--- src/rtl/alu_ctrl_pkg.sv ---
// rtl/alu_ctrl_pkg.sv - shared encodings for the ALU issue controller
//
// Purpose: ALU op codes, ALUOp request codes, R-type funct constants and
// the issue FSM state type, shared by the decoder and the controller.
// Ports: none (package).
package alu_ctrl_pkg;

  // ALU operation codes; bit 2 is b-invert / carry-in.
  localparam logic [2:0] OP_AND = 3'b000;
  localparam logic [2:0] OP_OR  = 3'b001;
  localparam logic [2:0] OP_ADD = 3'b010;
  localparam logic [2:0] OP_SUB = 3'b110;
  localparam logic [2:0] OP_SLT = 3'b111;

  // Request ALUOp codes.
  localparam logic [1:0] ALUOP_ADD   = 2'b00;
  localparam logic [1:0] ALUOP_SUB   = 2'b01;
  localparam logic [1:0] ALUOP_RTYPE = 2'b10;
  localparam logic [1:0] ALUOP_ILL   = 2'b11;

  // R-type funct fields.
  localparam logic [5:0] FUNCT_ADD  = 6'b100000;
  localparam logic [5:0] FUNCT_ADDU = 6'b100001;
  localparam logic [5:0] FUNCT_SUB  = 6'b100010;
  localparam logic [5:0] FUNCT_SUBU = 6'b100011;
  localparam logic [5:0] FUNCT_AND  = 6'b100100;
  localparam logic [5:0] FUNCT_OR   = 6'b100101;
  localparam logic [5:0] FUNCT_SLT  = 6'b101010;

  typedef enum logic [1:0] {
    ST_IDLE = 2'd0,
    ST_EXEC = 2'd1,
    ST_RESP = 2'd2
  } state_t;

endpackage

--- src/rtl/alu_op_decode.sv ---
// rtl/alu_op_decode.sv - combinational ALUOp/funct to ALU op decoder
//
// Purpose: map a MIPS-style (aluop, funct) pair onto the ALU op, the
// overflow-trap enable and an illegal flag.
// Ports:
//   aluop   in  2  request ALUOp code
//   funct   in  6  R-type funct, only looked at when aluop is R-type
//   op      out 3  ALU operation
//   trap_en out 1  signed overflow should trap
//   illegal out 1  unsupported aluop/funct
module alu_op_decode
  import alu_ctrl_pkg::*;
(
  input  logic [1:0] aluop,
  input  logic [5:0] funct,
  output logic [2:0] op,
  output logic       trap_en,
  output logic       illegal
);

  always_comb begin
    op      = OP_AND;
    trap_en = 1'b0;
    illegal = 1'b0;
    case (aluop)
      ALUOP_ADD: op = OP_ADD;
      ALUOP_SUB: op = OP_SUB;
      ALUOP_RTYPE: begin
        case (funct)
          FUNCT_ADD:  begin op = OP_ADD; trap_en = 1'b1; end
          FUNCT_ADDU: op = OP_ADD;
          FUNCT_SUB:  begin op = OP_SUB; trap_en = 1'b1; end
          FUNCT_SUBU: op = OP_SUB;
          FUNCT_AND:  op = OP_AND;
          FUNCT_OR:   op = OP_OR;
          FUNCT_SLT:  op = OP_SLT;
          default:    illegal = 1'b1;
        endcase
      end
      default: illegal = 1'b1;
    endcase
  end

endmodule

--- src/rtl/alu_issue_ctrl.sv ---
// rtl/alu_issue_ctrl.sv - multi-cycle issue controller in front of the ALU
//
// Purpose: accept one op per request handshake, decode it, hold registered
// operands on the ALU for ALU_CYCLES cycles, capture the ALU outputs and
// return them as a response with trap and illegal flags.
// Ports:
//   clk, rst                       clock, synchronous active-high reset
//   req_valid/req_ready            request handshake
//   req_aluop, req_funct           operation selection
//   req_a, req_b                   operands
//   alu_a, alu_b, alu_op           registered drive to the ALU
//   alu_result, alu_set,
//   alu_zero, alu_overflow         ALU outputs (alu_set not used)
//   rsp_valid/rsp_ready            response handshake
//   rsp_result, rsp_zero,
//   rsp_trap, rsp_illegal          response payload
module alu_issue_ctrl
  import alu_ctrl_pkg::*;
#(
  parameter int ALU_CYCLES = 1
) (
  input  logic        clk,
  input  logic        rst,
  input  logic        req_valid,
  output logic        req_ready,
  input  logic [1:0]  req_aluop,
  input  logic [5:0]  req_funct,
  input  logic [31:0] req_a,
  input  logic [31:0] req_b,
  output logic [31:0] alu_a,
  output logic [31:0] alu_b,
  output logic [2:0]  alu_op,
  input  logic [31:0] alu_result,
  input  logic        alu_set,
  input  logic        alu_zero,
  input  logic        alu_overflow,
  output logic        rsp_valid,
  input  logic        rsp_ready,
  output logic [31:0] rsp_result,
  output logic        rsp_zero,
  output logic        rsp_trap,
  output logic        rsp_illegal
);

  localparam logic [3:0] CNT_LOAD = 4'(ALU_CYCLES - 1);

  state_t     state;
  logic [3:0] cnt;
  logic       trap_en;

  logic [2:0] dec_op;
  logic       dec_trap_en;
  logic       dec_illegal;

  // SLT arrives as alu_result[0], so the separate set flag is not needed.
  logic       alu_set_unused;
  assign alu_set_unused = alu_set;

  alu_op_decode u_decode (
    .aluop   (req_aluop),
    .funct   (req_funct),
    .op      (dec_op),
    .trap_en (dec_trap_en),
    .illegal (dec_illegal)
  );

  always_ff @(posedge clk) begin
    if (rst) begin
      state       <= ST_IDLE;
      req_ready   <= 1'b1;
      cnt         <= 4'd0;
      trap_en     <= 1'b0;
      alu_a       <= 32'd0;
      alu_b       <= 32'd0;
      alu_op      <= OP_AND;
      rsp_valid   <= 1'b0;
      rsp_result  <= 32'd0;
      rsp_zero    <= 1'b0;
      rsp_trap    <= 1'b0;
      rsp_illegal <= 1'b0;
    end else begin
      case (state)
        ST_IDLE: begin
          if (req_valid) begin
            req_ready <= 1'b0;
            alu_a     <= req_a;
            alu_b     <= req_b;
            trap_en   <= dec_trap_en;
            if (dec_illegal) begin
              // Skip the ALU entirely; the response is fixed.
              state       <= ST_RESP;
              alu_op      <= OP_AND;
              rsp_result  <= 32'd0;
              rsp_zero    <= 1'b0;
              rsp_trap    <= 1'b0;
              rsp_illegal <= 1'b1;
            end else begin
              state  <= ST_EXEC;
              alu_op <= dec_op;
              cnt    <= CNT_LOAD;
            end
          end
        end
        ST_EXEC: begin
          if (cnt == 4'd0) begin
            state       <= ST_RESP;
            alu_op      <= OP_AND;
            rsp_valid   <= 1'b1;
            rsp_result  <= alu_result;
            rsp_zero    <= alu_zero;
            rsp_trap    <= alu_overflow & trap_en;
            rsp_illegal <= 1'b0;
          end else begin
            cnt <= cnt - 4'd1;
          end
        end
        ST_RESP: begin
          // An illegal request enters here with rsp_valid low and raises it
          // one cycle later, giving it the same turnaround as a one-cycle op.
          if (!rsp_valid) begin
            rsp_valid <= 1'b1;
          end else if (rsp_ready) begin
            rsp_valid <= 1'b0;
            req_ready <= 1'b1;
            state     <= ST_IDLE;
          end
        end
        default: begin
          state     <= ST_IDLE;
          req_ready <= 1'b1;
          alu_op    <= OP_AND;
          rsp_valid <= 1'b0;
        end
      endcase
    end
  end

endmodule

--- config.mk ---
export PLATFORM = sky130hd
export DESIGN_NAME = alu_issue_ctrl
export DESIGN_NICKNAME = d
export VERILOG_FILES = /design/src/rtl/alu_ctrl_pkg.sv /design/src/rtl/alu_op_decode.sv /design/src/rtl/alu_issue_ctrl.sv
export SDC_FILE = /design/constraint.sdc
export NUM_CORES = 1
export LEC_CHECK = 0
export ABC_AREA = 1
export BUFFER_PORTS_ARGS = -buffer_cell sky130_fd_sc_hd__buf_2
export CORE_MARGIN = 2
export CORE_UTILIZATION = 41
export DETAILED_ROUTE_END_ITERATION = 12
export PLACE_DENSITY = 0.76
export SLEW_MARGIN = 20
export SYNTH_ARGS = -nofsm -noshare
export SYNTH_HDL_FRONTEND = slang
export SYNTH_SLANG_ARGS = --single-unit
--- constraint.sdc ---
create_clock -name clk -period 1.5 [get_ports clk]
set_input_delay 0.225 -clock clk [delete_from_list [all_inputs] [get_ports clk]]
set_output_delay 0.225 -clock clk [all_outputs]
set_load 0.02 [all_outputs]
==> results of run 1 <==
## timing repair
action	in CTS	in global routing
pin swaps	6	17
gates resized for setup	14	23
hold buffers	0	0
cloned	2	3
buffers inserted	2	3
setup endpoints to repair	92	54
## state kept, by name, indices dropped and copies added, names as in the netlist
name         count
alu_b           32
rsp_valid        1
cnt              4
rsp_trap         1
rsp_zero         1
rsp_result      32
trap_en          1
rsp_illegal      1
alu_a           32
req_ready        1
state            2
alu_op           3
## kinds of logic (layout without fill, tap and decap cells)
group | count (synthesis) | after routing | synth area share (%)
buffers and inverters | 59 | 285 | 6.03
adders and majority gates | 5 | 5 | 1.46
and+or+nand+nor | 262 | 262 | 26.2
xor gates and xnor gates | 2 | 2 | 0.408
DFF | 111 | 111 | 51.7
AOI/OAI and AO/OA | 118 | 118 | 14.2
## per-layer routing
metal / global-route usage (%) / wire length, microns / up-vias
li1: - / - / 2277
met3: 4.97 / 1020 / 17
met5: 0 / 0 / -
met1: 25.8 / 5130 / 2086
met4: 6.95 / 169 / 0
met2: 36.5 / 6330 / 207
## layout by cell type (no fill, tap or decap), types with 5 or more instances in the layout
cell type / synthesis / routed
buf_2: 6 / 213
nor2_1: 144 / 143
dfxtp_1: 111 / 107
o21ai_0: 68 / 64
nand2_1: 63 / 59
a21oi_1: 45 / 45
nand4_1: 35 / 35
buf_4: 0 / 21
inv_1: 18 / 13
clkbuf_8: 0 / 12
nand3_1: 11 / 10
inv_2: 3 / 6
buf_6: 4 / 5
buf_12: 0 / 5
## metrics by stage
stage	utilization, %	setup WS, ns	instance area, sq um
finish	59.3	-0.0112	6070
global route	59.3	-0.0824	6070
CTS	58.3	-0.0416	5970
detailed placement	55.1	-0.151	5640
global placement	55.1	-0.0859	5640
floorplan	-	-0.0504	4300
## layout make-up
| cell class | count | share of cell area [%] |
|---|---|---|
| clock buffer | 13 | 2.78 |
| inverter | 21 | 1.38 |
| timing repair buffer | 248 | 24.3 |
| clock inverter | 3 | 0.784 |
| multi-input combinational | 387 | 31.3 |
| tap | 136 | 2.81 |
| sequential | 111 | 36.7 |
## final timing paths
kind                       start  depth (start not counted)  slack [ns]             end
hold / removal         req_b[27]                          3        0.11       alu_b[27]
hold reg to reg   rsp_result[12]                          2        0.46  rsp_result[12]
setup reg to reg        state[0]                          7       -0.01       rsp_valid
setup / recovery        state[0]                          7       -0.01       rsp_valid
## power groups by stage
stage / Sequential, mW / Combinational, mW / Clock, mW
3_3_place_gp: 3.90 / 4.84 / 0
3_5_place_dp: 3.95 / 4.99 / 0
5_1_grt: 3.98 / 6.28 / 2.07
6_report: 3.91 / 5.76 / 1.90
4_1_cts: 3.89 / 5.42 / 1.95
2_1_floorplan: 4.64 / 2.51 / 0
## worst reg2reg max path: cells and delay by family, from the launching register on
| family | cells | cell delay, ns |
|---|---|---|
| adders and majority gates | 1 | 0.20 |
| buffers and inverters | 2 | 0.22 |
| AOI/OAI and AO/OA | 2 | 0.45 |
| DFF | 1 | 0.35 |
| and+or+nand+nor | 2 | 0.19 |
==> results.md, run 1 <==
- Final Cycle Share: 101%
- Mapped Nets: about 670
- Starting density of the core: 42.0%
- Worst-Margin Slew: approximately 0.46 ns
- # setup viols final: 2
- Hold Fails Final Rpt: 0
- Crit path max-delay family: compound AO/OA/AOI/OAI gates
- Final Worst Setup Slack: -0.0112 ns
- WP data required: 1.75 ns
- CTS max path bufs: 2
- Clock Latency Late Sink: 0.36 ns
- Fin nets: approximately 900
- Vias post-DR: 4587
- Average vias per placed instance: 4.99
- Maximum VDD drop: a little over 1000 uV
- Initial antenna violation count: 0
- Vias in the first global route: ~4200
- Slowest cell on crit path: dfxtp_2
- H-tree depth: 3
- Detailed Route WL: 12700 microns
- Residual DRC: 0
- Crit Path Category: reg2reg
- Die height: between 100 and 150 microns
- Layout Skew: 0.0116 ns
- Total grt overflow: 0
- Placed Cells: 895
- CTS tree: done
- Filler instances: 930
- #FFs+latches synth: roughly 110
- Top cells by area, synth: dfxtp_1, nor2_1, o21ai_0
- Die Wd: ~110 microns
- Post-synth top area share: slightly above 50%
- Reg power frac: 33.8%
- DR pass1 iterations: 7
- Post-synth EDFFs: 0
- Achievable Freq: about 660 MHz
- Cell type with the largest total area after synthesis: dfxtp_1
- CTS buffer count: 9
- HPWL after DPL: 8500 microns
- Worst Setup Start Kind: flop
- Core ar.: 10200 sq um
- Total power: 11.6 mW
- Failing checks: setup timing
- Last weighted congestion value of the routability-driven placer: 0.849
- Area of the multi-input gates: roughly 1900 sq um
- Die area: 11300 sq um
- Fraction of registers with async set/reset: 0%
- DR iter-0 viols: 462
- Min Hold Slack: 0.111 ns
- CP Buf/Inv Count: 2
- RSZ-0062 raised after global routing: yes
- Crit-path max cell delay: ~0.35 ns
- Yosys cell types: 24
- Worst path cell trace: inv_1 -> buf_4 -> ha_2 -> a21oi_1 -> nor3b_1 -> a21oi_1 -> nor2_1
- Count leader, synth: nor2_1
- Most used cell, CP: a21oi_1
- Fin cells: around 920
- Number of diodes: 0
- Area Growth Syn to Fin: 41.2%
- Avg Cell Area, Syn: 7.71 sq um
- Clock sink count: 111
- # IOs: about 220
- Register area share after synthesis: between 50% and 60%
- Status: complete, but fails checks
- I/O Buffers: 213
- Clock network power share: 16.4%
- Post-Syn Instances: 557
- Detail Route Antenna Nets: 0
- First-pass GRT wire length: 19600 microns
- Row Count: 37
- Largest net degree at the start of global routing: 65
- Critical path peak fanout: 3
- Routed WL per cell: about 14 microns
- Clock transition at the registers of the reported paths: 0.11 ns
- Final critical-path required period: roughly 1.5 ns
- Register area: 2230 sq um
- Root Driver: clkbuf_8
- Share of post-route cells with drive strength above 1: 37.3%
- Synth warnings: 0
- Switch share: 41.5%
- P_leak: 2.90 nW
- Worst min-delay path class: in2reg
- Synth Flop Type: dfxtp_1
- Synth top cells by count: nor2_1, dfxtp_1, o21ai_0
- Crit. End Element: flop
- Mapped cell area: 4300 sq um
- Slew Viols, Final: 0
- GRT Overall Usage: 21.1%
- Worst Path Arrival: approximately 1.8 ns
- Max-slew headroom: 69.2%
- Setup TNS: -0.0160 ns
- Switching Power: 4.80 mW
- Logic pwr share: between 40% and 50%
- Power per Cell Area: 1910 nW/um^2
- Design internal power: 6.77 mW
- Maxcap violations: 0
No activity file was read; power rests on OpenSTA's default activity.
==> run 2: changes to the inputs <==
--- a/config.mk
+++ b/config.mk
@@ -5,12 +5,11 @@
 export SDC_FILE = /design/constraint.sdc
 export NUM_CORES = 1
 export LEC_CHECK = 0
-export ABC_AREA = 1
 export BUFFER_PORTS_ARGS = -buffer_cell sky130_fd_sc_hd__buf_2
 export CORE_MARGIN = 2
-export CORE_UTILIZATION = 41
+export CORE_UTILIZATION = 40
 export DETAILED_ROUTE_END_ITERATION = 12
-export PLACE_DENSITY = 0.76
+export PLACE_DENSITY = 0.75
 export SLEW_MARGIN = 20
 export SYNTH_ARGS = -nofsm -noshare
 export SYNTH_HDL_FRONTEND = slang
==> results.md, run 2 <==
- GRT Overall Usage: 19.5% (-1.6 points)
- Root Driver: clkbuf_8
- Last weighted congestion value of the routability-driven placer: 0.845 (-0.54%)
- Fin nets: 808 (-9.6%)
- Number of diodes: 0 (unchanged)
- Worst min-delay path class: in2reg
- Worst Path Arrival: 1.93 ns (+0.17 ns)
- Status: complete, but fails checks
- Residual DRC: 0 (unchanged)
- Crit Path Category: reg2reg
- Mapped Nets: 572 (-15%)
- Top flop regs: alu_a x32, alu_b x32, rsp_result x32
- WP data required: 1.74 ns (about the same)
- Average vias per placed instance: 4.87 (-2.4%)
- Hold Fails Final Rpt: 0 (unchanged)
- # setup viols final: 43 (+41)
- Worst Setup Start Kind: flop
- Filler instances: 867 (-6.8%)
- DR iter-0 viols: 265 (-43%)
- CTS Hold Buffers Added: 0 (unchanged)
- Final Worst Setup Slack: -0.190 ns (-0.179 ns)
- Post-synth EDFFs: 0 (unchanged)
- Avg Cell Area, Syn: 8.97 sq um (+16%)
- Die area: 11100 sq um (-2.3%)
- Final critical-path required period: 1.69 ns (+0.179 ns)
- CTS max path bufs: 2 (unchanged)
- Top cells by area, synth: dfxtp_1, nand2_1, a21oi_1
- Most frequent cells in the layout: buf_2, nand2_1, dfxtp_1
- Core ar.: 9860 sq um (-3.6%)
- Worst-Margin Slew: 0.377 ns (-0.0856 ns)
- Cell type with the largest total area after synthesis: dfxtp_1
- Maxcap violations: 0 (unchanged)
- Setup TNS: -6.46 ns (-6.44 ns)
- Total grt overflow: 0 (unchanged)
- Maximum VDD drop: 706 uV (-31%)
- Mapped cell area: 4090 sq um (-4.8%)
- Row Count: 36 (-2.7%)
- Leading cell type in the layout, fill and taps excluded: buf_2
- Area Growth Syn to Fin: 44.6%
- Clock sink count: 111 (unchanged)
- #FFs+latches synth: 111 (unchanged)
- Total power: 9.35 mW (-19%)
- CTS buffer count: 9 (unchanged)
- Routed WL per cell: 13.8 microns (about the same)
- # IOs: 215 (unchanged)
- Starting density of the core: 41.5% (-0.52 points)
- Max-slew headroom: 74.8% (+5.6 points)
- Layout Skew: 0.0105 ns (-0.00112 ns)
- Achievable Freq: 592 MHz (-11%)
- P_leak: 2.83 nW (-2.6%)
- Power per Cell Area: 1580 nW/um^2 (-17%)
- Largest net degree at the start of global routing: 43 (-34%)
- Post-Syn Instances: 456 (-18%)
- Crit. End Element: flop
- Share of post-route cells with drive strength above 1: 44.4% (+7.1 points)
- Initial antenna violation count: 0 (unchanged)
- Fraction of registers with async set/reset: 0% (unchanged)
- Post-synth top area share: 54.3% (+2.6 points)
- Die height: 105 microns (-1.2%)
- Synth warnings: 0 (unchanged)
- Register area share after synthesis: 54.3% (+2.6 points)
- First-pass GRT wire length: 17700 microns (-9.6%)
- H-tree depth: 3 (unchanged)
- Count leader, synth: nand2_1
- I/O Buffers: 213 (unchanged)
- Die Wd: 105 microns (-1.2%)
- Vias post-DR: 4040 (-12%)
- CTS tree: done
- RSZ-0062 raised after global routing: yes
- Slew Viols, Final: 0 (unchanged)
- Final Cycle Share: 113% (+12 points)
- DR pass1 iterations: 4 (-3)
- Clock transition at the registers of the reported paths: 0.09 ns (-0.02 ns)
- Vias in the first global route: 3838 (-9.1%)
- Failing checks: setup timing
- Detailed Route WL: 11400 microns (-9.8%)
- Detail Route Antenna Nets: 0 (unchanged)
- Synth top cells by count: nand2_1, dfxtp_1, a21oi_1
- Yosys cell types: 47 (+96%)
- Clock Latency Late Sink: 0.36 ns (about the same)
- Critical path peak fanout: 34 (+31)
- Synth Flop Type: dfxtp_1
- HPWL after DPL: 8250 microns (-2.9%)
run 2: changes by cell type in the layout (fill, tap and decap cells not counted), moves of 3 or more:
cell / change
nor2_1: -138
nand2_1: +77
o21ai_0: -59
nand4_1: -34
a22o_1: +33
a21oi_1: +24
buf_4: +14
nand3_1: -10
inv_1: -9
or3_1: +4
nand2_2: -3
nor3_1: -3
run 2: metal layers:
metal	track usage, %	part of all wire (%)
met5	0	0
met4	8.00	2.0
met2	34.4	51
met1	22.5	41
met3	4.74	6.1
run 2: area by class of cell:
class | count | area [sq um] | share of cell area [%]
Sequential cell | 111 | 2230 | 37.7
Clock inverter | 3 | 67.6 | 1.14
Tap cell | 133 | 166 | 2.81
Multi-Input combinational cell | 303 | 1800 | 30.4
Timing Repair Buffer | 256 | 1470 | 24.8
Clock buffer | 12 | 145 | 2.45
Inverter | 11 | 43.8 | 0.740
run 2: cells by family (layout without fill, tap and decap cells):
family / Yosys count / after routing / synth area share [%]
compound gates: 133 / 133 / 22.0
fa+ha+maj: 5 / 5 / 1.53
buf+inv: 42 / 282 / 5.23
flops: 111 / 111 / 54.3
simple gates: 165 / 165 / 16.9
run 2: worst paths after layout:
path	startpoint	endpoint	slack, ns	depth (start not counted)
hold / removal	alu_result[2]	rsp_result[2]	0.07	2
hold reg to reg	alu_a[15]	alu_a[15]	0.45	2
setup / recovery	cnt[1]	rsp_result[25]	-0.19	8
setup reg to reg	cnt[1]	rsp_result[25]	-0.19	8
run 2: stage by stage:
stage / util [%] / cells / area, sq um / setup slack (ns) / hold WS (ns)
6_report: 60.0 / 829 / 5910 / -0.190 / 0.0726
5_1_grt: 60.0 / 829 / 5910 / -0.282 / 0.0592
4_1_cts: 59.1 / 825 / 5830 / -0.181 / 0.0538
3_5_place_dp: 56.0 / 808 / 5520 / -0.192 / 0.439
3_3_place_gp: 56.0 / 808 / 5520 / -0.132 / 0.436
2_1_floorplan: - / 456 / 4150 / -0.104 / 0.350
run 2: power by group:
group,internal [mW],switching (mW)
logic,1.51,2.27
registers,3.43,0.237
clock network,0.980,0.922
total,5.92,3.43
run 2: critical path: stages (launching register included):
cell and delay, ns:
dfxtp_2 0.33, inv_2 0.07, ha_4 0.12, nor3b_4 0.26, o22ai_2 0.12, a21oi_2 0.16
o22ai_4 0.09, buf_12 0.17, a22o_1 0.24
run 2: timing repair:
action | 4_1_cts | 5_1_grt
pin swaps | 6 | 4
resized for setup | 20 | 8
endpoints found under the setup margin | 52 | 48
cloned | 0 | 1
buffers inserted | 2 | 3
==> run 3: changes to the inputs <==
--- a/config.mk
+++ b/config.mk
@@ -6,10 +6,9 @@
 export NUM_CORES = 1
 export LEC_CHECK = 0
 export BUFFER_PORTS_ARGS = -buffer_cell sky130_fd_sc_hd__buf_2
-export CORE_MARGIN = 2
-export CORE_UTILIZATION = 40
+export CORE_UTILIZATION = 45
 export DETAILED_ROUTE_END_ITERATION = 12
-export PLACE_DENSITY = 0.75
+export PLACE_DENSITY = 0.8
 export SLEW_MARGIN = 20
 export SYNTH_ARGS = -nofsm -noshare
 export SYNTH_HDL_FRONTEND = slang
==> constraint.sdc (replaced) <==
create_clock -name clk -period 1.8 [get_ports clk]
set_input_delay 0.27 -clock clk [delete_from_list [all_inputs] [get_ports clk]]
set_output_delay 0.27 -clock clk [all_outputs]
set_load 0.02 [all_outputs]
==> results.md, run 3 (synthesis gave the netlist of run 2 again) <==
- Number of diodes: 0 (unchanged)
- Pre-CTS setup slack: -0.217 ns (-0.0247 ns)
- DR iter-0 viols: 191 (-28%)
- Worst Reg-to-Reg Cells: 9 (+1)
- Worst path cell trace: inv_2 -> ha_4 -> nor3b_2 -> buf_4 -> o22ai_4 -> a21oi_4 -> o22ai_4 -> clkbuf_16 -> a22o_1
- CTS max path bufs: 2 (unchanged)
- Clock sink count: 111 (unchanged)
- Layout Skew: 0.0206 ns (+0.0101 ns)
- Vias in the first global route: 4033 (+5.1%)
- Maximum VDD drop: 642 uV (-9.1%)
- Starting density of the core: 46.7% (+5.2 points)
- Most frequent cells in the layout: buf_2, nand2_1, dfxtp_1
- CTS buffer count: 9 (unchanged)
- Worst Path Arrival: 2.04 ns (+0.11 ns)
- Most used cell, CP: o22ai_4
- Clock Latency Late Sink: 0.37 ns (about the same)
- Detail Route Antenna Nets: 0 (unchanged)
- Final Cycle Share: 98.6% (-14 points)
- Hold Fails Final Rpt: 0 (unchanged)
- Setup TNS: 0 ns (+6.46 ns)
- Area Growth Syn to Fin: 41.1%
- Total power: 7.75 mW (-17%)
- # IOs: 215 (unchanged)
- Worst r2r src: cnt[0]
- Root Driver: clkbuf_8
- First-pass GRT wire length: 17400 microns (-1.6%)
- Worst min-delay path class: in2reg
- GRT Overall Usage: 21.9% (+2.4 points)
- Hold Path Cell Cnt: 2 (unchanged)
- Die height: 97.3 microns (-7.4%)
- Final critical-path required period: 1.77 ns (+0.0836 ns)
- Largest net degree at the start of global routing: 67 (+56%)
- DP Area: 5370 sq um (-2.7%)
- Maxcap violations: 0 (unchanged)
- Vias post-DR: 4078 (+0.94%)
- CTS tree: done
- Crit Path Category: reg2reg
- Slowest cell on crit path: dfxtp_2
- Worst Setup Start Kind: flop
- # setup viols final: 0 (-100%)
- Post-route cell area: 5770 sq um (-2.4%)
- I/O Buffers: 213 (unchanged)
- Last weighted congestion value of the routability-driven placer: 0.872 (+3.2%)
- Residual DRC: 0 (unchanged)
- Average vias per placed instance: 5.12 (+5.0%)
- Top flop regs: alu_a x32, alu_b x32, rsp_result x32
- Final Worst Setup Slack: 0.0260 ns (+0.216 ns)
- Clock transition at the registers of the reported paths: 0.12 ns (+0.03 ns)
- Leading cell type in the layout, fill and taps excluded: buf_2
- Placed Cells: 774 (-4.2%)
- Status: finished, final reports clean
- RSZ-0062 raised after global routing: yes
- Total grt overflow: 0 (unchanged)
- Row Count: 34 (-5.6%)
- Filler instances: 723 (-17%)
- Die Wd: 97.3 microns (-7.4%)
- WP data required: 2.06 ns (+0.32 ns)
- Slew Viols, Final: 0 (unchanged)
- Power per Cell Area: 1340 nW/um^2 (-15%)
- Hold_sp: alu_result[9]
- Achievable Freq: 564 MHz (-4.7%)
- Die area: 9470 sq um (-14%)
- Max-slew headroom: 72.9% (-1.8 points)
- R2R Path End: rsp_result[24]
- HPWL after DPL: 7470 microns (-9.5%)
- Worst-Margin Slew: 0.406 ns (+0.0291 ns)
- Critical path peak fanout: 9 (-74%)
- Core ar.: 8760 sq um (-11%)
- Routed WL per cell: 13.8 microns (+0.16%)
- DR pass1 iterations: 4 (unchanged)
- Fin nets: 800 (-0.99%)
- Hold endpoint: rsp_result[9]
- H-tree depth: 3 (unchanged)
- Share of post-route cells with drive strength above 1: 42.2% (-2.2 points)
- Crit-path max cell delay: 0.34 ns (about the same)
- Crit. End Element: flop
- Detailed Route WL: 11000 microns (-3.7%)
- Reg2reg setup slack: 0.03 ns (+0.22 ns)
- P_leak: 2.77 nW (-1.8%)
- Fin cells: 797 (-3.9%)
- Initial antenna violation count: 0 (unchanged)
-- run 3: where the power goes --
| part | leakage [nW] | internal [mW] | switching (mW) |
|---|---|---|---|
| clock | 0.109 | 0.679 | 0.906 |
| combinational | 1.76 | 1.23 | 1.88 |
| sequential | 0.907 | 2.86 | 0.198 |
| total | 2.77 | 4.77 | 2.98 |
-- run 3: repair_timing --
item,CTS,global route
gates resized for setup,3,19
gates cloned,0,4
setup endpoints to repair,35,41
hold endpoints to repair,0,0
pin swaps,1,12
hold buffers,0,0
buffers inserted,2,1
-- run 3: area by class of cell --
cell class | instances | area, sq um | share of cell area (%)
Sequential cell | 111 | 2230 | 38.6
Multi-Input combinational cell | 303 | 1720 | 29.7
Timing Repair Buffer | 248 | 1430 | 24.8
Tap cell | 108 | 135 | 2.34
Clock buffer | 9 | 124 | 2.15
Clock inverter | 7 | 88.8 | 1.54
Inverter | 11 | 51.3 | 0.889
-- run 3: metal layers --
metal | track usage [%] | up-vias | routed length [microns]
li1 | - | 2005 | -
met3 | 5.47 | 19 | 797
met2 | 40.1 | 171 | 5570
met4 | 7.92 | 0 | 191
met1 | 24.4 | 1883 | 4420
met5 | 0 | - | 0
-- run 3: worst max-delay path by stage --
| stage | start | endpoint | slack [ns] | cells after the start |
|---|---|---|---|---|
| 4_1_cts | cnt[0] | rsp_result[18] | 0.009 | 9 |
| 3_5_place_dp | req_funct[1] | rsp_result[27] | -0.22 | 7 |
| 2_1_floorplan | state[0] | cnt[2] | 0.10 | 8 |
| 5_1_grt | cnt[0] | rsp_result[25] | -0.07 | 9 |
| 6_report | cnt[0] | rsp_result[24] | 0.03 | 9 |
| 3_3_place_gp | req_funct[1] | rsp_trap | -0.46 | 6 |
-- run 3: worst max-delay path: cells and delay by family, from the launching register on --
family,cells,cell delay [ns]
AOI/OAI and AO/OA,4,0.60
buffers and inverters,3,0.45
DFF,1,0.34
and+or+nand+nor,1,0.17
adders and majority gates,1,0.12
-- run 3: metrics by stage --
stage               utilization [%]  hold WS [ns]
finish                         65.9         0.100
floorplan                         -         0.395
global placement               61.2         0.438
detailed placement             61.3         0.443
global route                   65.9        0.0747
CTS                            64.1        0.0868
